**src/rtl/mips_multicycle_ctrl.sv**
```systemverilog
// Multicycle MIPS control FSM. Sequences a shared instruction/data memory
// and the datapath enables/muxes state by state. Memory states stretch
// until mem_ready; op/funct come straight from the stable IR.
module mips_multicycle_ctrl #(
  parameter logic [2:0] RTYPE_DEFAULT_ALU = 3'b010
) (
  input  logic       clk,
  input  logic       reset,
  input  logic [5:0] op,
  input  logic [5:0] funct,
  input  logic       zero,
  input  logic       mem_ready,
  output logic       memread,
  output logic       memwrite,
  output logic       iord,
  output logic       irwrite,
  output logic       pcen,
  output logic [1:0] pcsrc,
  output logic       alusrca,
  output logic [1:0] alusrcb,
  output logic       zeroext,
  output logic       regdst,
  output logic       memtoreg,
  output logic       regwrite,
  output logic [2:0] alucontrol,
  output logic [3:0] state_o
);

  typedef enum logic [3:0] {
    FETCH  = 4'd0,
    DECODE = 4'd1,
    MEMADR = 4'd2,
    MEMRD  = 4'd3,
    MEMWB  = 4'd4,
    MEMWR  = 4'd5,
    EXEC   = 4'd6,
    ALUWB  = 4'd7,
    BRANCH = 4'd8,
    IEXEC  = 4'd9,
    IWB    = 4'd10,
    JUMP   = 4'd11
  } state_t;

  localparam logic [5:0] OP_RTYPE = 6'b000000;
  localparam logic [5:0] OP_LW    = 6'b100011;
  localparam logic [5:0] OP_SW    = 6'b101011;
  localparam logic [5:0] OP_BEQ   = 6'b000100;
  localparam logic [5:0] OP_BNE   = 6'b000101;
  localparam logic [5:0] OP_ADDI  = 6'b001000;
  localparam logic [5:0] OP_ORI   = 6'b001101;
  localparam logic [5:0] OP_J     = 6'b000010;

  state_t state;
  state_t state_next;

  assign state_o = state;

  // State register; reset drops straight back to FETCH, even mid-access.
  always_ff @(posedge clk or negedge reset) begin
    // NOTE: sequential state uses non-blocking assignment so every flop
    // samples pre-edge values regardless of block ordering.
    if (!reset) state <= FETCH;
    else        state <= state_next;
  end

  // Next-state: decode op in DECODE/MEMADR, hold memory states until ready.
  always_comb begin
    state_next = FETCH;
    case (state)
      FETCH:  state_next = mem_ready ? DECODE : FETCH;
      DECODE: begin
        case (op)
          OP_LW, OP_SW:     state_next = MEMADR;
          OP_RTYPE:         state_next = EXEC;
          OP_BEQ, OP_BNE:   state_next = BRANCH;
          OP_ADDI, OP_ORI:  state_next = IEXEC;
          OP_J:             state_next = JUMP;
          default:          state_next = FETCH;
        endcase
      end
      MEMADR: state_next = (op == OP_SW) ? MEMWR : MEMRD;
      MEMRD:  state_next = mem_ready ? MEMWB : MEMRD;
      MEMWB:  state_next = FETCH;
      MEMWR:  state_next = mem_ready ? FETCH : MEMWR;
      EXEC:   state_next = ALUWB;
      ALUWB:  state_next = FETCH;
      BRANCH: state_next = FETCH;
      IEXEC:  state_next = IWB;
      IWB:    state_next = FETCH;
      JUMP:   state_next = FETCH;
      default: state_next = FETCH;
    endcase
  end

  // Outputs: Moore decode of state, with irwrite/pcen qualified by
  // mem_ready/zero and suppressed while reset is held.
  always_comb begin
    // NOTE: every output gets a default first so no path leaves one
    // unassigned, which would otherwise infer a latch.
    memread    = 1'b0;
    memwrite   = 1'b0;
    iord       = 1'b0;
    irwrite    = 1'b0;
    pcen       = 1'b0;
    pcsrc      = 2'b00;
    alusrca    = 1'b0;
    alusrcb    = 2'b00;
    zeroext    = 1'b0;
    regdst     = 1'b0;
    memtoreg   = 1'b0;
    regwrite   = 1'b0;
    alucontrol = 3'b010;
    case (state)
      FETCH: begin
        memread = 1'b1;
        alusrcb = 2'b01;
        irwrite = mem_ready & reset;
        pcen    = mem_ready & reset;
      end
      DECODE: alusrcb = 2'b11;
      MEMADR: begin
        alusrca = 1'b1;
        alusrcb = 2'b10;
      end
      MEMRD: begin
        memread = 1'b1;
        iord    = 1'b1;
      end
      MEMWB: begin
        regwrite = 1'b1;
        memtoreg = 1'b1;
      end
      MEMWR: begin
        memwrite = 1'b1;
        iord     = 1'b1;
      end
      EXEC: begin
        alusrca = 1'b1;
        case (funct)
          6'b100000: alucontrol = 3'b010;
          6'b100010: alucontrol = 3'b110;
          6'b100100: alucontrol = 3'b000;
          6'b100101: alucontrol = 3'b001;
          6'b101010: alucontrol = 3'b111;
          default:   alucontrol = RTYPE_DEFAULT_ALU;
        endcase
      end
      ALUWB: begin
        regwrite = 1'b1;
        regdst   = 1'b1;
      end
      BRANCH: begin
        alusrca    = 1'b1;
        alucontrol = 3'b110;
        pcsrc      = 2'b01;
        pcen       = zero ^ (op == OP_BNE);
      end
      IEXEC: begin
        alusrca = 1'b1;
        alusrcb = 2'b10;
        if (op == OP_ORI) begin
          alucontrol = 3'b001;
          zeroext    = 1'b1;
        end
      end
      IWB: begin
        regwrite = 1'b1;
        if (op == OP_ORI) begin
          alucontrol = 3'b001;
          zeroext    = 1'b1;
        end
      end
      JUMP: begin
        pcsrc = 2'b10;
        pcen  = 1'b1;
      end
      default: ;
    endcase
  end

endmodule

```
**config.mk**
```make
export PLATFORM = sky130hd
export DESIGN_NAME = mips_multicycle_ctrl
export DESIGN_NICKNAME = d
export VERILOG_FILES = /design/src/rtl/mips_multicycle_ctrl.sv
export SDC_FILE = /design/constraint.sdc
export NUM_CORES = 1
export LEC_CHECK = 0
export BUFFER_PORTS_ARGS = -buffer_cell sky130_fd_sc_hd__buf_2
export CAP_MARGIN = 0
export CORE_MARGIN = 8
export CORE_UTILIZATION = 45
export DETAILED_ROUTE_END_ITERATION = 12
export PLACE_DENSITY = 0.81
export SLEW_MARGIN = 20
export SYNTH_ARGS = -nofsm -noshare
export SYNTH_HDL_FRONTEND = slang
export SYNTH_SLANG_ARGS = --single-unit
export TNS_END_PERCENT = 10
```
**constraint.sdc**
```tcl
create_clock -name clk -period 4.8 [get_ports clk]
set_clock_uncertainty 0.1 [all_clocks]
set_input_delay 0.96 -clock clk [delete_from_list [all_inputs] [get_ports clk]]
set_output_delay 0.96 -clock clk [all_outputs]
set_load 0.02 [all_outputs]
```
* Word-level counts from Yosys, hierarchy flattened
Cells that the tools add are included.
W data, S select, Z words.
** Storage, ports and cells
- Flip-flop bits (word level) :: 4
- Input port bits :: 16
- Output and inout bits :: 21
- Word-level logic and storage cells :: 58
** Cells by class
- Equal/unequal tests :: 22
- Multiplexer cells :: 22
- Bitwise logic cells :: 2
- Reduce and logical (&&, ||, !) cells :: 11
** Operators by type and width (number)
- $eq A6 B6 Y1 const B :: 6
- $pmux W4 S7 :: 1
- $pmux W4 S5 :: 1
- $eq A4 B3 Y1 const B :: 4
- $eq A4 B4 Y1 const B :: 4
- $reduce_or A2 Y1 :: 7
- $eq A6 B3 Y1 const B :: 2
- $eq A6 B4 Y1 const B :: 2
- $pmux W3 S4 :: 1
- $mux W1 :: 11
- $mux W3 :: 3
- $pmux W3 S3 :: 1
- $eq A4 B2 Y1 const B :: 2
- $eq A6 B2 Y1 const B :: 1
- $logic_not A6 Y1 :: 1
- $pmux W2 S3 :: 1
- $eq A4 B1 Y1 const B :: 1
- $logic_not A4 Y1 :: 1
- $pmux W2 S2 :: 1
- $reduce_or A4 Y1 :: 1
- $pmux W1 S3 :: 1
- $reduce_or A3 Y1 :: 1
- $mux W2 :: 1
- $and A1 B1 Y1 :: 1
- $xor A1 B1 Y1 :: 1

* Longest topological paths before layout
Gate-level depths: netlist (run 1).
- Depth after elaboration :: 4
- Depth in mapped cells :: 5
- Gate-level depth less buffers :: 3

* Worst setup path after synthesis (run 1)
No wires, ideal clock.
- Path kind :: input -> output
- From :: input op[1]
- To :: output alucontrol[0]
- Arrival :: 2192 ps
- Data required time :: 3740 ps
- Setup slack :: 1548 ps
- Cell stages on the path :: 4
- Buffers on the path :: 1
- Cells stage by stage :: clkbuf_1 nand4b_1 nor4_2 a31o_2
** On the way
- Cells in the longest elaborated chain, start to end :: 3
** Ends and longest elaborated chain
- from (decl) :: line 9 : input logic [5:0] op,
- $eq A6 B4 Y1 :: line 161, 168
- $mux W2 :: line 161, 168
- $pmux W3 S3 :: line 113 : case (state)
- to (decl) :: line 25 : output logic [2:0] alucontrol,
No other way between the ends.

* Worst setup path in the final report (run 1)
- From :: input op[4]
- To :: output alucontrol[0]
The elaborated chain is that of the path after synthesis.

==> results of run 1 <==
where the power goes:
group	internal, W	switching, W	total (W)
combinational	0.000111	0.000155	0.000265
clock	0.0000281	0.0000154	0.0000435
sequential	0.0000448	0.0000568	0.000102
total	0.000184	0.000227	0.000410
logic make-up (layout without fill, tap and decap cells):
kind of cell,Yosys count,in the layout,share of synthesized area [%]
simple gates,45,45,47.44
compound gates,19,19,22.58
flops,4,4,15.18
buf+inv,10,41,7.590
mux,2,2,3.226
xor+xnor,3,3,3.986
layout by cell type (no fill, tap or decap), types with 2 or more instances in the layout:
cell / count
nor4b_1: 2
nor3b_1: 6
and3_1: 2
a31o_2: 2
o21ai_0: 2
inv_1: 2
nor3_1: 3
dfrtp_1: 4
nand3_1: 3
xor2_1: 2
nand2_1: 3
a21oi_1: 2
clkbuf_4: 3
buf_2: 36
nor2_1: 5
nor2b_1: 2
nor4bb_1: 3
nand2b_1: 3
nand4b_1: 3
final cells by class:
type / instances / area, µm²
Sequential cell: 4 / 100.1
Tap cell: 16 / 20.02
Multi-Input combinational cell: 69 / 509.2
Inverter: 2 / 7.507
Timing Repair Buffer: 36 / 180.2
Fill cell: 139 / 596.8
Clock buffer: 3 / 22.52
worst max-delay path, delay by kind of cell:
family	cells	cell delay (ns)
buf+inv	2	0.28
simple gates	2	0.62
compound gates	1	0.15
worst min-delay path by stage:
stage          cells past startpoint  slack, ns          to
5_1_grt                            1       0.43  state_o[3]
6_report                           1       0.43  state_o[3]
3_5_place_dp                       1       0.68  state_o[3]
4_1_cts                            1       0.43  state_o[3]
3_3_place_gp                       1       0.68  state_o[0]
2_1_floorplan                      0       0.56  state_o[0]
through the flow:
stage | hold slack, ns | total power (W) | setup WS, ns
finish | 0.4287 | 0.0004105 | 1.723
global route | 0.4297 | 0.0004423 | 1.617
CTS | 0.4289 | 0.0004140 | 1.723
detailed placement | 0.6818 | 0.0003694 | 1.731
global placement | 0.6792 | 0.0003653 | 1.735
floorplan | 0.5644 | 0.0002952 | 1.548
routing by layer:
layer  routed length, µm  global-route usage, %  share of wire, %  up-vias
met5                   0                      0                 0        -
met3                 154                  4.076               8.0        3
met1                 868                  15.60                45      380
li1                    -                      -                 -      397
met4                  21                  4.098               1.1        0
met2                 873                  21.18                46       25
==> impl_results.md, run 1 <==
- Status: complete, no violations
- Primary FF master, synth: dfrtp_1
- H-Tree Depth: 1
- Antenna cell count: 0
- Synth warn: 0
- Crit-path cells: buf_2 > or2_2 > nor4_2 > a31o_2 > buf_2
- Fin util: 58.45%
- Root Buffer Master: clkbuf_4
- Final Hold Fails: 0
- Worst Path Max Fanout: 6
- Drt via density: slightly above 6
- DRC viols: 0
- Post-synthesis sequential area ratio: between 10% and 20%
- Ports: 37
- Largest net degree at the start of global routing: 22
- GRT overflow: 0
- Core Area: approximately 0.0014 mm²
- Post-route cell area: approximately 840 µm²
- Synthesized area: about 660 µm²
- Vias: 805
- Slew Viols, Final: 0
- Hold/Removal Path Class: in2async
- PwrDens: around 500 mW/mm²
- Most used cell, CP: buf_2
- ANT nets after route: 0
- Post-Place Cells: around 130
- Req. time, crit path: about 3.7 ns
- Post-synth EDFFs: 0
- Avg Synthesized Cell Area: 7.944 µm²
- Die H: ~54 µm
- Post-synth ARST share: 100.0%
- Final std cells w/o fill: 130
- Initial antenna violation count: 0
- Avg WL per Cell: 14.75 µm
- Postcts setup bufs: 0
- Synthesized flop and latch total: 4
- Total Nets Final: between 100 and 150
- Setup TNS: 0 ns
- Part of the cycle the worst path needs: about 64%
- Tot GR Track Use: around 13%
- Synthesized Nets: between 90 and 100
- Synth Instances: just over 80
- Number of global-route vias before repair: 754
- Most frequent cell after synthesis: nor3b_1
- First-pass GRT wire length: 2980 µm
- Post-DP Area: between 800 and 900 µm²
- FF-to-FF Start: state_o[1]
- Post-synth top area share: around 15%
- Source-to-sink clock delay at the later pin of the worst-skew pair: 0.24 ns
- F_max: ~0.32 GHz
- Critical path class: in2out
- Most area-hungry cell type in the Yosys netlist: dfrtp_1
- Initial core utilization: between 40% and 50%
- Final setup vio count: 0
- CP endpoint kind: primary output
- Synth top cells by count: 6 x nor3b_1, 5 x nor2_1, 4 x buf_2, 4 x dfrtp_1
- CTS Buffer Depth: 2
- RR Endpoint: state_o[0]
- CTS clock-pin slew for the worst setup and hold paths: ~0.040 ns
- CP endpoint: alucontrol[0]
- Worst R2R Setup Slack: between 3 and 4 ns
- CTS tree: yes
- Reg2reg path depth: 3
- Row count: 14
- Post-Route WL: roughly 1900 µm
- Worst EP arrival: about 2.0 ns
- 1st-iter DRT viols: 6
- I/O Buffers: 36
- Hold buffers post-CTS: 0
- Post-CTS sizing: 0
- Hpwl dp: between 1000 and 1500 µm
- Minimum clock period: roughly 3 ns
- Synth unique cells: 46
- Critical path launch point type: primary input
- P_leak: between 0.3 and 0.4 nW
- Slowest stage delay, CP: between 0.3 and 0.4 ns
- Die area: between 0.002 and 0.003 mm²
- P&R area growth vs syn: 27.32%
- Number of flip-flops in the largest register: 4
- Max-Cap Viols: 0
- Gpl congestion: between 0.7 and 0.8
- Synth top area cells: dfrtp_1 15%, nor3b_1 6.8%, nor4bb_1 4.6%
- Worst-Margin Slew: between 0.5 and 0.6 ns
- Crit path launch: op[4]
- Rel. slew slack: 60.81%
- Clk sink count: 4
- Unrepaired setup endpoints after global routing: no
- Max IR drop VDD: 0.2090 mV
- Drt first pass iters: 4
- Layout cell share with drive strength beyond 1: a little over two fifths
- CTS Buf Count: 3
- Slowest CP cell: or2_2
- Die X: 54.28 µm
(Power assumes the default switching activity.)
==> run 2, diff against run 1 <==
CORE_UTILIZATION = 39   (was 45)
PLACE_DENSITY = 0.75   (was 0.81)
clock period = 2.74 ns   (was 4.8 ns; I/O delays follow)
==> impl_results.md, run 2 (same netlist as run 1, synthesis figures left out) <==
- Commonest non-fill, non-tap cell in the layout: buf_2
- Setup TNS: 0 ns
- Req. time, crit path: 2.09 ns
- Unrepaired setup endpoints after global routing: no
- P_leak: around 0.4 nW
- Number of global-route vias before repair: between 700 and 800
- CTS clock-pin slew for the worst setup and hold paths: roughly 0.04 ns
- Post-Place Cells: 130
- Gpl congestion: 0.8131
- DRC viols: 0
- Worst-Margin Slew: 0.5041 ns
- Tot GR Track Use: between 10% and 20%
- P&R area growth vs syn: 29.79%
- Antenna cell count: 0
- Max IR drop VDD: slightly above 0.3 mV
- H-Tree Depth: 1
- Worst EP arrival: 1.80 ns
- Die area: 0.003263 mm²
- Fin util: 51.82%
- Status: complete, no violations
- Post-CTS sizing: 0
- Hpwl dp: between 1500 and 2000 µm
- Ports: 37
- RR Endpoint: state_o[0]
- Reg2reg path depth: 4
- Total Nets Final: between 100 and 150
- Layout cell share with drive strength beyond 1: 43.10%
- Die X: around 57 µm
- Met2 usage: approximately 23%
- Final Hold Fails: 0
- Root Buffer Master: clkbuf_4
- Source-to-sink clock delay at the later pin of the worst-skew pair: between 0.2 and 0.3 ns
- Largest net degree at the start of global routing: 18
- Worst R2R Setup Slack: 1.00 ns
- Clk sink count: 4
- Slew Viols, Final: 0
- FF-to-FF Start: state_o[2]
- Post-DP Area: around 830 µm²
- Hold buffers post-CTS: 0
- CP endpoint kind: primary output
- Drt first pass iters: 4
- Initial antenna violation count: 0
- Post-route cell area: roughly 860 µm²
- Final setup vio count: 0
- I/O Buffers: 36
- Avg WL per Cell: roughly 15 µm
- F_max: about 0.41 GHz
- Rel. slew slack: between 60% and 70%
- ANT nets after route: 0
- Die H: about 57 µm
- Critical path launch point type: flop
- First-pass GRT wire length: roughly 3500 µm
- CTS Buffer Depth: 2
- Postcts setup bufs: 0
- Number of flip-flops in the largest register: 4
- PwrDens: around 870 mW/mm²
- Top Usage Layer GRT: met2
- CTS Buf Count: 3
- Vias: ~800
- Post-Route WL: around 2000 µm
- Commonest non-fill, non-tap cells in the layout: 36 x buf_2, 6 x nor3b_1, 5 x nor2_1
- Drt via density: between 5 and 6
- Worst Path Max Fanout: 16
- Max-Cap Viols: 0
- Final std cells w/o fill: roughly 130
- Initial core utilization: around two fifths
- Minimum clock period: 2.449 ns
- GRT overflow: 0
- 1st-iter DRT viols: 17
- Core Area: roughly 0.0017 mm²
- M1 GR Usage: approximately an eighth
- Met3 Usage GRT: between 3 and 4%
- Row count: 15
- Part of the cycle the worst path needs: approximately 90%
- CTS tree: yes
- Hold/Removal Path Class: in2async
- Critical path class: reg2out
==> run 2: cell count changes in the layout (fill, tap and decap cells not counted), sizes merged <==
cell | before | now
buf | 36 | 38
==> run 2: layer usage <==
metal / wire length [µm] / vias to the layer above
li1: - / 396
met1: 780 / 377
met2: 1072 / 21
met3: 119 / 3
met4: 32 / 0
met5: 0 / -
==> run 2: stage by stage <==
step	total power, W	hold slack [ns]	worst slack, ns
detailed placement	0.0006680	0.2696	0.4704
CTS	0.0007501	0.003874	0.2911
global placement	0.0006600	0.2675	0.4808
global route	0.0008096	0.01321	0.1420
floorplan	0.0005172	0.1524	0.3117
finish	0.0007421	0.009898	0.2913
==> run 2: area by class of cell <==
type	count	area (µm²)
Tap cell	17	21.27
Multi-Input combinational cell	69	509.2
Inverter	2	7.507
Timing Repair Buffer	38	195.2
Fill cell	165	795.8
Clock buffer	3	22.52
Sequential cell	4	100.1
==> run 2: power breakdown <==
| group | internal, W | switching (W) | leakage (nW) |
|---|---|---|---|
| registers | 0.0000789 | 0.0000867 | 0.0534 |
| clock network | 0.0000492 | 0.0000278 | 0.0138 |
| logic | 0.000208 | 0.000292 | 0.324 |
| total | 0.000336 | 0.000406 | 0.391 |
==> run 2: how the worst max path moves through the flow <==
stage,start,to,slack [ns],depth (start not counted)
floorplan,op[1],alucontrol[0],0.31,4
global placement,op[4],alucontrol[0],0.48,5
detailed placement,op[4],alucontrol[0],0.47,5
CTS,state_o[3],alucontrol[0],0.29,4
global route,state_o[3],alucontrol[0],0.14,4
finish,state_o[3],alucontrol[0],0.29,4
==> run 2: critical path, stage by stage, from the launching register on <==
cell      delay (ns)
dfrtp_1         0.53
nand2b_1        0.30
nor3b_1         0.36
a31o_2          0.21
buf_2           0.16
==> run 3, diff against run 2 <==
CORE_MARGIN = unset   (was 8)
==> impl_results.md, run 3 (same netlist as run 1, synthesis figures left out) <==
- CTS tree: yes
- Levels on crit path: 4
- Slowest CP cell: dfrtp_1
- Gpl congestion: around 0.75
- Initial core utilization: between 40% and 50%
- Drt via density: 5.908
- Largest net degree at the start of global routing: 22
- Worst Path Max Fanout: 21
- Power share of the sequential group: about 22%
- Final setup vio count: 0
- Number of global-route vias before repair: around 670
- ANT nets after route: 0
- Core Area: between 0.0015 and 0.002 mm²
- Hpwl dp: 1327 µm
- FF-to-FF Start: state_o[1]
- DRC viols: 0
- PwrDens: about 850 mW/mm²
- CTS Buf Count: 3
- Die area: between 0.0015 and 0.002 mm²
- Vias: roughly 770
- CP endpoint kind: primary output
- CTS Buffer Depth: 2
- Drt first pass iters: 4
- Total Nets Final: about 130
- First-pass GRT wire length: about 2900 µm
- RR Endpoint: state_o[0]
- Root Buffer Master: clkbuf_4
- Ports: 37
- P_sw: around 0.0004 W
- Post-Place Cells: 128
- Worst EP arrival: approximately 1.8 ns
- Die X: between 40 and 50 µm
- Reg2reg path depth: 3
- Rel. slew slack: between 60% and 70%
- Clk sink count: 4
- Layout cell share with drive strength beyond 1: between 40% and 50%
- Kind of cell adding the most delay to the critical path: simple AND/OR/NAND/NOR gates
- Hold/Removal Path Class: in2async
- Die H: approximately 43 µm
- Worst-Margin Slew: a little under 0.6 ns
- WP buf/inv: 1
- Antenna cell count: 0
- Avg WL per Cell: 13.48 µm
- Slowest stage delay, CP: 0.58 ns
- CTS clock-pin slew for the worst setup and hold paths: about 0.040 ns
- Pint: about 0.00033 W
- Crit-path cells: nor4b_2 > nand2_1 > o221ai_1 > buf_2
- Crit path launch: state_o[1]
- H-Tree Depth: 1
- F_max: ~0.41 GHz
- Setup TNS: 0 ns
- Row count: 14
- Commonest non-fill, non-tap cell in the layout: buf_2
- Final worst setup slack: 0.3238 ns
- Initial antenna violation count: 0
- Unrepaired setup endpoints after global routing: no
- Part of the cycle the worst path needs: 88.18%
- Number of flip-flops in the largest register: 4
- Final std cells w/o fill: between 100 and 150
- GRT overflow: 0
- Max-Cap Viols: 0
- Final Hold Fails: 0
- Clock power share: between 10% and 20%
- Post-CTS sizing: 0
- Max IR drop VDD: 0.3427 mV
- Critical path class: reg2out
- Hold buffers post-CTS: 0
- Critical path launch point type: flop
- Sw Ratio: 54.62%
- 1st-iter DRT viols: 19
- P_leak: 0.3854 nW
- Worst Hold Slack: 0.02161 ns
- Worst R2R Setup Slack: 1.06 ns
- Status: complete, no violations
- Logic pwr share: 67.7%
- Commonest non-fill, non-tap cells in the layout: 36 x buf_2, 6 x nor3b_1, 5 x nor2_1
- Slew Viols, Final: 0
- Fillers: between 150 and 200
- Postcts setup bufs: 0
- Post-Place Setup Slack: ~0.47 ns
- Minimum clock period: 2.416 ns
- Post-Route WL: roughly 1800 µm
- Tot GR Track Use: approximately a fifth
- Source-to-sink clock delay at the later pin of the worst-skew pair: 0.24 ns
- I/O Buffers: 36
- Req. time, crit path: roughly 2.1 ns
- P&R area growth vs syn: 28.46%
- Fin util: a little over half
## run 3: power by group through the flow
stage | clock network [W] | logic [W] | registers, W
2_1_floorplan | 0 | 0.000389 | 0.000128
3_3_place_gp | 0 | 0.000483 | 0.000160
3_5_place_dp | 0 | 0.000487 | 0.000162
4_1_cts | 0.0000740 | 0.000489 | 0.000160
5_1_grt | 0.0000819 | 0.000530 | 0.000171
6_report | 0.0000721 | 0.000489 | 0.000161
## run 3: cell type report
type / count / area (µm²) / share of cell area (%)
Multi-Input combinational cell: 69 / 509.2 / 60.12
Timing Repair Buffer: 37 / 187.7 / 22.16
Sequential cell: 4 / 100.1 / 11.82
Clock buffer: 3 / 22.52 / 2.659
Tap cell: 16 / 20.02 / 2.363
Inverter: 2 / 7.507 / 0.8863
## run 3: worst register-to-register path, delay by kind of cell (launching register included)
kind | cells | cell delay [ns]
flip-flops | 1 | 0.71
AND/OR/NAND/NOR | 1 | 0.16
AO/OA/AOI/OAI | 2 | 0.58
## run 3: how the worst max path moves through the flow
stage,endpoint,slack [ns]
after global routing,pcen,0.13
final,pcen,0.32
after CTS,alucontrol[0],0.31
after global placement,alucontrol[0],0.50
after floorplan,alucontrol[0],0.31
after detailed placement,alucontrol[0],0.47
## run 3: per-stage QoR
stage / power (W) / instance area [µm²]
after floorplan: 0.0005172 / 659.4
after global placement: 0.0006430 / 824.5
after detailed placement: 0.0006488 / 824.5
after CTS: 0.0007231 / 847.1
after global routing: 0.0007835 / 847.1
final: 0.0007217 / 847.1
## run 3: per-layer routing
layer	vias to the layer above	global-route usage, %	routed length (µm)
li1	390	-	-
met1	355	27.18	808
met2	29	33.43	853
met3	0	6.383	104
met4	0	1.818	0
met5	-	0	0
